## src/rtl/pacman_motion.sv

```systemverilog
// pacman_motion: per-frame Pac-Man turn/move controller that probes walls through a query port
module pacman_motion #(
   parameter int START_X = 202,
   parameter int START_Y = 324,
   parameter int SIZE    = 13,
   parameter int STEP    = 1,
   parameter int X_MIN   = 13,
   parameter int X_MAX   = 391,
   parameter int Y_MIN   = 13,
   parameter int Y_MAX   = 434
) (
   input  logic       Clk,
   input  logic       Reset,
   input  logic       frame_clk,
   input  logic [7:0] keycode,
   output logic       q_valid,
   input  logic       q_ready,
   output logic [9:0] q_x,
   output logic [9:0] q_y,
   input  logic       r_valid,
   input  logic       r_wall,
   output logic [9:0] BallX,
   output logic [9:0] BallY,
   output logic [9:0] Ball_size,
   output logic [3:0] l_dirX,
   output logic [3:0] l_dirY,
   output logic       busy
);
   typedef enum logic [2:0] {IDLE, TURN_REQ, TURN_WAIT, FWD_REQ, FWD_WAIT, UPDATE} state_t;
   typedef enum logic [2:0] {D_NONE, D_LEFT, D_RIGHT, D_UP, D_DOWN} dir_t;
   localparam logic signed [10:0] OFF = 11'(SIZE + STEP);
   localparam logic signed [10:0] STP = 11'(STEP);
   localparam logic signed [10:0] XMN = 11'(X_MIN);
   localparam logic signed [10:0] XMX = 11'(X_MAX);
   localparam logic signed [10:0] YMN = 11'(Y_MIN);
   localparam logic signed [10:0] YMX = 11'(Y_MAX);
   state_t state_q, state_d;
   dir_t dir_q, dir_d, pend_q, pend_d, turn_q, turn_d, key_dir, pend_now, probe_dir;
   logic [2:0] sync_q, sync_d;
   logic tick_q, tick_d, wall_q, wall_d, oob;
   logic [9:0] x_q, x_d, y_q, y_d;
   logic signed [10:0] xs, ys, px, py, nx, ny;
   always_comb begin
      key_dir = keycode == 8'h1A ? D_UP : keycode == 8'h04 ? D_LEFT :
                keycode == 8'h16 ? D_DOWN : keycode == 8'h07 ? D_RIGHT : D_NONE;
      pend_now = key_dir != D_NONE ? key_dir : pend_q;
      probe_dir = state_q == TURN_REQ ? turn_q : dir_q;
      xs = $signed({1'b0, x_q});
      ys = $signed({1'b0, y_q});
      px = xs + (probe_dir == D_RIGHT ? OFF : probe_dir == D_LEFT ? -OFF : 11'sd0);
      py = ys + (probe_dir == D_DOWN ? OFF : probe_dir == D_UP ? -OFF : 11'sd0);
      // probes off the visible maze never reach the lookup and count as open
      oob = px[10] | py[10] | (px > 11'sd404) | (py > 11'sd447);
      nx = dir_q == D_LEFT ? ((xs - STP) < XMN ? XMX : xs - STP) :
           dir_q == D_RIGHT ? ((xs + STP) > XMX ? XMN : xs + STP) : xs;
      ny = dir_q == D_UP ? ((ys - STP) < YMN ? YMN : ys - STP) :
           dir_q == D_DOWN ? ((ys + STP) > YMX ? YMX : ys + STP) : ys;
      sync_d = {sync_q[1:0], frame_clk};
      tick_d = sync_q[1] & ~sync_q[2];
      state_d = state_q;
      dir_d = dir_q;
      pend_d = pend_now;
      turn_d = turn_q;
      wall_d = wall_q;
      x_d = x_q;
      y_d = y_q;
      case (state_q)
         IDLE:
            if (tick_q) begin
               if (pend_now != D_NONE && pend_now != dir_q) begin
                  state_d = TURN_REQ;
                  turn_d = pend_now;
               end else if (dir_q != D_NONE) state_d = FWD_REQ;
            end
         TURN_REQ:
            if (oob) begin
               dir_d = turn_q;
               pend_d = D_NONE;
               state_d = FWD_REQ;
            end else if (q_ready) state_d = TURN_WAIT;
         TURN_WAIT:
            if (r_valid) begin
               if (!r_wall) begin
                  dir_d = turn_q;
                  pend_d = D_NONE;
                  state_d = FWD_REQ;
               end else state_d = dir_q != D_NONE ? FWD_REQ : IDLE;
            end
         FWD_REQ:
            if (oob) begin
               wall_d = 1'b0;
               state_d = UPDATE;
            end else if (q_ready) state_d = FWD_WAIT;
         FWD_WAIT:
            if (r_valid) begin
               wall_d = r_wall;
               state_d = UPDATE;
            end
         UPDATE: begin
            if (!wall_q) begin
               x_d = nx[9:0];
               y_d = ny[9:0];
            end
            state_d = IDLE;
         end
         default: state_d = IDLE;
      endcase
   end
   always_ff @(posedge Clk) begin
      if (Reset) begin
         state_q <= IDLE;
         dir_q <= D_NONE;
         pend_q <= D_NONE;
         turn_q <= D_NONE;
         sync_q <= '0;
         tick_q <= 1'b0;
         wall_q <= 1'b0;
         x_q <= 10'(START_X);
         y_q <= 10'(START_Y);
      end else begin
         state_q <= state_d;
         dir_q <= dir_d;
         pend_q <= pend_d;
         turn_q <= turn_d;
         sync_q <= sync_d;
         tick_q <= tick_d;
         wall_q <= wall_d;
         x_q <= x_d;
         y_q <= y_d;
      end
   end
   assign q_valid = (state_q == TURN_REQ || state_q == FWD_REQ) && !oob;
   assign q_x = px[9:0];
   assign q_y = py[9:0];
   assign BallX = x_q;
   assign BallY = y_q;
   assign Ball_size = 10'(SIZE);
   assign l_dirX = dir_q == D_LEFT ? 4'd1 : dir_q == D_RIGHT ? 4'd3 : 4'd0;
   assign l_dirY = dir_q == D_UP ? 4'd1 : dir_q == D_DOWN ? 4'd3 : 4'd0;
   assign busy = state_q != IDLE;
endmodule

```

## config.mk

```make
export PLATFORM = sky130hd
export DESIGN_NAME = pacman_motion
export DESIGN_NICKNAME = d
export VERILOG_FILES = /design/src/rtl/pacman_motion.sv
export SDC_FILE = /design/constraint.sdc
export NUM_CORES = 1
export LEC_CHECK = 0
export BUFFER_PORTS_ARGS = -buffer_cell sky130_fd_sc_hd__buf_2
export CAP_MARGIN = 15
export CORE_UTILIZATION = 45
export CTS_CLUSTER_DIAMETER = 60
export CTS_CLUSTER_SIZE = 8
export DETAILED_ROUTE_END_ITERATION = 10
export GPL_TIMING_DRIVEN = 0
export PLACE_DENSITY = 0.66
export SYNTH_ARGS = -nofsm -noshare
export SYNTH_HDL_FRONTEND = slang
export SYNTH_SLANG_ARGS = --single-unit
```

## constraint.sdc

```tcl
create_clock -name Clk -period 7.9 [get_ports Clk]
set_input_delay 0.79 -clock Clk [delete_from_list [all_inputs] [get_ports Clk]]
set_output_delay 0.79 -clock Clk [all_outputs]
set_load 0.005 [all_outputs]
```

==> impl_metrics.py, run 1 <==
metrics = {
    "setup_path": {
        "r2r_slack_ns": 3.32,
        "critPathKind": "reg2out",
        "worstPathArrival_ns": 4.41,
        "r2r_cells": 15,
        "start_kind": "register",
        "crit_fanout": 9,
        "timing.rr.start": "state_q[1]",
        "r2r-end": "state_q[1]",
        "crit_required_ns": 7.11,
        "crit_start": "state_q[1]",
        "end_kind": "primary output",
    },
    "logic_synthesis": {
        "synth_top_cell_by_area": "dfxtp_1",
        "synth_ff_type": "dfxtp_1",
        "yosysUniqueCellTypes": 74,
        "ys_async_sr_fraction_pct": 0,
        "synth_seq_area_share_pct": 17.43,
        "synth_top_cell_area_share_pct": 17.43,
        "synth-edff-count": 0,
        "yosysMostFrequentCell": "nand2_1",
        "syn_area_um2": 4250,
        "netlist_instances": 597,
        "synth-warning-count": 0,
        "ys_seq_elements": 37,
        "synth_area_per_cell_um2": 7.119,
        "synth.top_cells.by_count": "nand2_1 (55), nor2_1 (48), a21oi_1 (40), o21ai_0 (40), dfxtp_1 (37)",
        "synth.top_cells.by_area": "dfxtp_1 (17%), ha_1 (7.1%), nand2_1 (4.9%)",
    },
    "grt": {
        "grt_pass1_wl_um": 21030,
        "grt_util_all_layers_pct": 26.08,
        "grt_max_degree": 14,
        "grt-ovfl-total": 0,
        "grt_pass1_vias": 4433,
        "antenna_found_initial": 0,
    },
    "routing": {
        "first_pass_iters": 5,
        "via_per_inst": 6.121,
        "postRouteAntennaNets": 0,
        "num_vias": 4817,
        "routed_wl_um": 12820,
        "wire_per_inst_um": 16.29,
        "drt_iter0_drc": 274,
        "drc_errors": 0,
    },
    "placed_design": {
        "io_buffers": 59,
        "dpl.hpwl_um": 9813,
        "preCtsSetupSlack_ns": 3.064,
        "gp_congestion": 0.9262,
    },
    "timing": {
        "finalWorstSetupSlack_ns": 2.699,
        "slew_viol_final": 0,
        "tightest_slew_ns": 0.8709,
        "skew_ns": 0.008072,
        "fmax_ghz": 0.1923,
        "timing.setup.tns_ns": 0,
        "finalHoldViolCount": 0,
        "rsz0062_at_grt": "false",
        "fin_crit_ns": 5.201,
        "post-route-period-util_pct": 65.83,
        "slew_headroom_pct": 41.15,
        "setup_viol": 0,
    },
    "cts": {
        "numCtsBuffers": 5,
        "cts.sinks": 37,
        "post_cts_buffers": 0,
        "clk_pin_slew_worst_paths_ns": 0.09,
        "clock_path_buffers": 2,
        "cts_max_level": 2,
        "tritoncts": "done",
        "post_cts_resized": 0,
        "clk_latency_ns": 0.30,
        "hold_buffers": 0,
        "cts-root-buf": "clkbuf_8",
    },
    "min_path": {
        "worstHoldEndpoint": "tick_q",
        "hp-start": "sync_q[2]",
        "hold_path_depth": 1,
        "hp-class": "reg2reg",
    },
    "power": {
        "p_comb_share_pct": 8.4,
        "p_int_uw": 296.5,
        "power_frac_seq_pct": 47.4,
        "power.share.clock_pct": 44.2,
        "p_sw_share_pct": 25.46,
        "p_per_area_nw_per_um2": 82.11,
        "power_switching_uw": 101.3,
        "p_total_uw": 397.8,
        "power_leakage_uw": 0.002048,
        "vdd_drop_max_uv": 64.52,
    },
    "layout": {
        "final_core_util_pct": 52.68,
        "drive_gt1_share_pct": 15.53,
        "finalNetCount": 715,
        "synthToLayoutAreaGrowth_pct": 13.98,
        "n_fill_cell": 937,
        "antenna-diode-count": 0,
    },
    "run": {
        "cap_violations": 0,
    },
    "floorplanning": {
        "die-area_um2": 9838,
        "start_util_pct": 46.22,
        "coreArea_um2": 9196,
        "die_y_um": 99.19,
        "num_rows": 35,
        "die_x_um": 99.19,
        "pin_count": 74,
    },
    "status": {
        "outcome": "finished clean",
    },
}
==> cell usage in the layout (no fill, tap or decap), drive strengths merged, types with 8 or more instances in the layout <==
cell / synthesis / routed
buf: 22 / 81
nand2: 55 / 55
nor2: 48 / 48
o21ai: 41 / 41
a21oi: 40 / 40
dfxtp: 37 / 37
clkbuf: 28 / 33
nand3: 28 / 28
inv: 27 / 27
ha: 24 / 24
nor3: 19 / 19
xnor2: 16 / 16
conb: 2 / 14
a211oi: 13 / 13
nor2b: 12 / 12
o211ai: 12 / 12
and2: 11 / 11
a31oi: 10 / 10
o31ai: 10 / 10
mux2i: 9 / 9
nand2b: 9 / 9
nand3b: 8 / 8
xor2: 8 / 8
==> kinds of logic (layout without fill, tap and decap cells) <==
family | count (synthesis) | in the layout | share of synthesized area [%]
simple gates | 237 | 237 | 29.47
compound gates | 184 | 184 | 29.23
buf+inv | 77 | 144 | 8.360
flops | 37 | 37 | 17.43
fa+ha+maj | 26 | 26 | 8.007
xor+xnor | 24 | 24 | 4.946
mux | 10 | 10 | 2.385
other cells | 2 | 14 | 0.1767
==> per-layer routing <==
metal  global-route usage (%)  routed length [µm]  part of all wire, %  vias up
met4                    11.31                 388                  3.0        0
met1                    33.68                5733                   45     2249
met3                    2.600                 743                  5.8       34
met5                        0                   0                    0        -
li1                         -                   -                    -     2333
met2                    44.32                5956                   46      201
==> worst max-delay path, cell delays in order (launching register included) <==
cell and delay, ns:
dfxtp_1 0.30, buf_2 0.17, nor3b_2 0.45, mux2i_1 0.40, nor2_1 0.20, or2_2 0.33, ha_1 0.21, fa_1 0.41
a21oi_1 0.27, o21bai_1 0.12, xor2_1 0.15, a211o_1 0.24, a31oi_1 0.25, nand4b_1 0.31, nor2_1 0.17, buf_2 0.13
==> worst max path at each step <==
stage | to | slack [ns] | depth (start not counted)
after floorplan | q_valid | 3.73 | 14
after global placement | q_valid | 3.14 | 15
after detailed placement | q_valid | 3.06 | 15
after CTS | q_valid | 2.71 | 15
after global routing | q_valid | 2.44 | 15
final | q_valid | 2.70 | 15
==> metrics by stage <==
stage / area, µm² / hold slack, ns / instances
after floorplan: 4295 / 0.3674 / 609
after global placement: 4730 / 0.3710 / 779
after detailed placement: 4730 / 0.3748 / 779
after CTS: 4845 / 0.4003 / 787
after global routing: 4845 / 0.4274 / 787
final: 4845 / 0.3935 / 787
==> cell type report <==
cell class	count	area [µm²]	share of cell area, %
multi-input cells	495	3199	66.04
flip-flops and latches	37	740.7	15.29
repair buffers	59	295.3	6.095
plain buffers	50	254.0	5.243
well taps	111	138.9	2.867
inverters	27	101.3	2.092
clock buffers	5	68.82	1.420
clock inverters	3	46.29	0.9556
==> state kept, by name (all words and copies together), names as in the netlist <==
register,count
turn_q,3
sync_q,3
state_q,3
wall_q,1
BallY,10
pend_q,3
tick_q,1
BallX,10
dir_q,3
==> power by group through the flow <==
stage | combinational, µW | clock (µW) | sequential, µW
6_report | 33.5 | 176 | 189
5_1_grt | 37.2 | 185 | 189
4_1_cts | 33.2 | 178 | 189
3_5_place_dp | 33.1 | 0 | 193
3_3_place_gp | 32.3 | 0 | 193
2_1_floorplan | 21.9 | 0 | 193
Note: power is estimated with default switching activity, not from simulation.
==> run 2: changes to the inputs <==
==> constraint.sdc (replaced) <==
create_clock -name Clk -period 5 [get_ports Clk]
set_input_delay 0.5 -clock Clk [delete_from_list [all_inputs] [get_ports Clk]]
set_output_delay 0.5 -clock Clk [all_outputs]
set_load 0.005 [all_outputs]
==> impl_metrics.py, run 2 (same netlist as run 1, synthesis figures left out) <==
metrics = {
    "status": {
        "outcome": "finished clean",
    },
    "layout": {
        "n_fill_cell": 931,
        "finalNetCount": 716,
        "mostFrequentLayoutCell": "buf_2",
        "regArea_um2": 740.7,
        "final_cell_mix": "buf_2 (64), nand2_1 (55), nor2_1 (48)",
        "final_cells": 788,
        "synthToLayoutAreaGrowth_pct": 14.48,
        "antenna-diode-count": 0,
        "drive_gt1_share_pct": 15.95,
        "multi_input_area_um2": 3213,
    },
    "grt": {
        "grt_util_all_layers_pct": 26.08,
        "grt_max_degree": 14,
        "grt_pass1_wl_um": 21030,
        "grt_pass1_vias": 4433,
        "antenna_found_initial": 0,
        "grt-ovfl-total": 0,
    },
    "min_path": {
        "hp-class": "reg2reg",
    },
    "timing": {
        "fin_crit_ns": 4.751,
        "rsz0062_at_grt": "false",
        "skew_ns": 0.007634,
        "setup_viol": 0,
        "timing.setup.tns_ns": 0,
        "finalHoldViolCount": 0,
        "post-route-period-util_pct": 95.01,
        "slew_viol_final": 0,
        "fmax_ghz": 0.2105,
        "slew_headroom_pct": 37.57,
        "tightest_slew_ns": 0.9238,
    },
    "floorplanning": {
        "die_x_um": 99.19,
        "start_util_pct": 46.22,
        "die-area_um2": 9838,
        "coreArea_um2": 9196,
        "pin_count": 74,
        "num_rows": 35,
        "die_y_um": 99.19,
    },
    "cts": {
        "cts-root-buf": "clkbuf_8",
        "cts.sinks": 37,
        "numCtsBuffers": 5,
        "hold_buffers": 0,
        "cts_max_level": 2,
        "clock_path_buffers": 2,
        "clk_pin_slew_worst_paths_ns": 0.09,
        "clk_latency_ns": 0.30,
        "tritoncts": "done",
    },
    "routing": {
        "via_per_inst": 6.128,
        "drt_iter0_drc": 244,
        "postRouteAntennaNets": 0,
        "drc_errors": 0,
        "routed_wl_um": 12870,
        "first_pass_iters": 5,
        "num_vias": 4829,
        "wire_per_inst_um": 16.33,
    },
    "setup_path": {
        "critPathKind": "reg2out",
        "start_kind": "register",
        "critPathBufInv": 2,
        "worstPathArrival_ns": 4.25,
        "crit_family": "simple AND/OR/NAND/NOR gates",
        "crit_required_ns": 4.50,
        "cpMaxStageDelayCell": "fa_1",
        "cp_cell_sequence": "buf_2 > nor3b_4 > mux2i_2 > nor2_1 > or2_2 > ha_1 > fa_1 > a21oi_1 > o21bai_1 > xor2_1 > a211o_1 > a31oi_1 > nand4b_1 > nor2_1 > buf_2",
        "slowest_delay_ns": 0.41,
        "crit_fanout": 9,
        "end_kind": "primary output",
    },
    "power": {
        "vdd_drop_max_uv": 102.2,
        "power_leakage_uw": 0.002052,
        "p_per_area_nw_per_um2": 129.3,
    },
    "placed_design": {
        "io_buffers": 59,
        "dpl.hpwl_um": 9813,
        "gp_congestion": 0.9262,
        "dp_cells": 779,
    },
    "run": {
        "cap_violations": 0,
    },
}
[run 2: changes by cell type in the layout (fill, tap and decap cells not counted), sizes merged]
| cell | before | now |
|---|---|---|
| buf | 81 | 82 |
[run 2: final timing paths]
path / startpoint / endpoint / slack, ns / cells past startpoint
worst max-delay path: state_q[1] / q_valid / 0.25 / 15
worst min-delay path: sync_q[2] / tick_q / 0.39 / 1
worst max register to register: state_q[1] / pend_q[0] / 0.51 / 16
worst min register to register: sync_q[2] / tick_q / 0.39 / 1
[run 2: where the power goes]
part	switching (µW)	internal (µW)
combinational	30.8	22.3
clock	128	150
sequential	1.24	297
total	160	469
[run 2: what timing repair did]
action | 4_1_cts | 5_1_grt
resized for setup | 0 | 3
buffers inserted | 0 | 1
setup endpoints to repair | 0 | 1
[run 2: layer usage]
layer	part of all wire [%]	GRT usage (%)
met5	0	0
met4	3.1	11.31
met3	6.2	2.600
met2	46	44.32
met1	45	33.68
[run 2: per-stage QoR]
step           hold slack (ns)  total power [µW]  worst slack (ns)  utilization, %  cell area [µm²]
6_report                0.3925             629.0            0.2495           52.91             4866
5_1_grt                 0.4274             649.8           0.04848           52.91             4866
4_1_cts                 0.4003             631.1            0.1021           52.68             4845
3_5_place_dp            0.3748             357.1            0.4544           51.43             4730
3_3_place_gp            0.3710             355.8            0.5293           51.43             4730
2_1_floorplan           0.3674             339.1             1.068               -             4295
[run 2: area by class of cell]
cell class	instances	area share [%]
clock inverters	3	0.9514
inverters	27	2.083
plain buffers	50	5.220
multi-input cells	495	66.03
repair buffers	60	6.223
clock buffers	5	1.414
well taps	111	2.854
flip-flops and latches	37	15.22
==> run 3: changes to the inputs <==
==> config.mk (replaced) <==
export PLATFORM = sky130hd
export DESIGN_NAME = pacman_motion
export DESIGN_NICKNAME = d
export VERILOG_FILES = /design/src/rtl/pacman_motion.sv
export SDC_FILE = /design/constraint.sdc
export NUM_CORES = 1
export LEC_CHECK = 0
export CORE_UTILIZATION = 45
export CTS_CLUSTER_DIAMETER = 60
export CTS_CLUSTER_SIZE = 8
export DETAILED_ROUTE_END_ITERATION = 10
export DONT_BUFFER_PORTS = 1
export GPL_TIMING_DRIVEN = 0
export SYNTH_ARGS = -nofsm -noshare
export SYNTH_HDL_FRONTEND = slang
export SYNTH_SLANG_ARGS = --single-unit
==> constraint.sdc (replaced) <==
create_clock -name Clk -period 5 [get_ports Clk]
set_input_delay 0.5 -clock Clk [delete_from_list [all_inputs] [get_ports Clk]]
set_output_delay 0.5 -clock Clk [all_outputs]
set_load 0.02 [all_outputs]
==> impl_metrics.py, run 3 (same netlist as run 1, synthesis figures left out) <==
metrics = {
    "cts": {
        "numCtsBuffers": 5,
        "cts.sinks": 37,
        "cts_max_level": 2,
        "tritoncts": "done",
        "clock_path_buffers": 2,
        "cts-root-buf": "clkbuf_8",
        "hold_buffers": 0,
        "clk_pin_slew_worst_paths_ns": 0.09,
        "clk_latency_ns": 0.31,
    },
    "floorplanning": {
        "die_x_um": 99.19,
        "start_util_pct": 46.22,
        "die-area_um2": 9838,
        "pin_count": 74,
        "die_y_um": 99.19,
        "num_rows": 35,
        "coreArea_um2": 9196,
    },
    "status": {
        "outcome": "finished clean",
    },
    "routing": {
        "wire_per_inst_um": 17.35,
        "routed_wl_um": 12680,
        "postRouteAntennaNets": 0,
        "num_vias": 4506,
        "first_pass_iters": 5,
        "drt_iter0_drc": 240,
        "via_per_inst": 6.164,
        "drc_errors": 0,
    },
    "timing": {
        "fin_crit_ns": 4.758,
        "timing.setup.tns_ns": 0,
        "post-route-period-util_pct": 95.15,
        "fmax_ghz": 0.2102,
        "setup_viol": 0,
        "slew_headroom_pct": 39.00,
        "slew_viol_final": 0,
        "finalHoldViolCount": 0,
        "skew_ns": 0.009755,
        "tightest_slew_ns": 0.9054,
    },
    "setup_path": {
        "worstPathArrival_ns": 4.26,
        "crit_fanout": 9,
        "start_kind": "register",
        "end_kind": "primary output",
        "critPathKind": "reg2out",
        "r2r_slack_ns": 0.45,
        "crit_required_ns": 4.50,
    },
    "power": {
        "power_leakage_uw": 0.001794,
        "p_per_area_nw_per_um2": 126.6,
        "vdd_drop_max_uv": 76.94,
        "p_total_uw": 578.8,
    },
    "layout": {
        "antenna-diode-count": 0,
        "drive_gt1_share_pct": 8.548,
        "final_cell_mix": "nand2_1 (55), nor2_1 (47), o21ai_0 (40), a21oi_1 (40), dfxtp_1 (37)",
        "n_fill_cell": 926,
        "finalNetCount": 659,
        "synthToLayoutAreaGrowth_pct": 7.536,
        "mostFrequentLayoutCell": "nand2_1",
    },
    "run": {
        "cap_violations": 0,
    },
    "grt": {
        "grt_max_degree": 14,
        "grt_util_all_layers_pct": 25.93,
        "grt_pass1_wl_um": 20440,
        "grt-ovfl-total": 0,
        "antenna_found_initial": 0,
        "grt_pass1_vias": 4097,
    },
    "placed_design": {
        "dpl.hpwl_um": 9739,
        "gp_congestion": 0.9547,
        "io_buffers": 0,
    },
    "min_path": {
        "hp-class": "in2reg",
    },
}
run 3: power by group:
part / switching (µW) / internal [µW] / total [µW] / leakage (µW)
Clock: 129 / 99.1 / 228 / 0.0000445
Sequential: 2.28 / 297 / 299 / 0.000299
Combinational: 33.1 / 18.4 / 51.5 / 0.00145
run 3: final cells by class:
class | instances | area [µm²] | share of cell area [%]
Buffer | 50 | 254.0 | 5.557
Timing Repair Buffer | 3 | 22.52 | 0.4927
Clock inverter | 3 | 21.27 | 0.4654
Clock buffer | 5 | 68.82 | 1.506
Sequential cell | 37 | 740.7 | 16.21
Tap cell | 111 | 138.9 | 3.039
Multi-Input combinational cell | 495 | 3223 | 70.52
Inverter | 27 | 101.3 | 2.217
run 3: metrics by stage:
step	setup WS [ns]	util [%]	area (µm²)	hold slack, ns	std cells
after floorplan	0.8436	-	4295	0.3674	609
after global placement	0.2793	48.22	4434	0.3719	720
after detailed placement	0.2142	48.22	4434	0.3751	720
after CTS	0.01927	49.29	4533	0.3191	728
after global routing	-0.01068	49.70	4571	0.3242	731
final	0.2423	49.70	4571	0.3152	731
run 3: path summary, 6_finish.rpt:
path                            startpoint         to  cells past startpoint
worst max-delay path            state_q[1]    q_valid                     16
worst min-delay path             frame_clk  sync_q[0]                      1
worst max register to register  state_q[1]   dir_q[0]                     17
worst min register to register   sync_q[2]     tick_q                      1
run 3: what timing repair did:
action,CTS,global route
pin swaps,0,2
setup buffers,0,3
resized for setup,2,4
endpoints found under the setup margin,1,1
run 3: critical path: stages, from the launching register on:
cell	delay [ns]
dfxtp_1	0.30
buf_2	0.17
nor3b_4	0.37
mux2i_2	0.38
nand2_1	0.19
o21ai_0	0.15
ha_1	0.29
inv_1	0.08
fa_1	0.44
nor2b_1	0.17
o2111ai_1	0.18
nand3_1	0.12
o211ai_1	0.10
xnor2_1	0.59
nand4b_1	0.20
buf_4	0.16
nor2_4	0.06
run 3: metal layers:
layer	vias to the layer above	global-route usage (%)	share of wire (%)	wire length (µm)
met5	-	0	0	0
met4	0	9.389	1.9	242
met3	20	5.481	7.4	940
met2	186	43.03	46	5864
met1	2072	33.25	44	5637
li1	2228	-	-	-
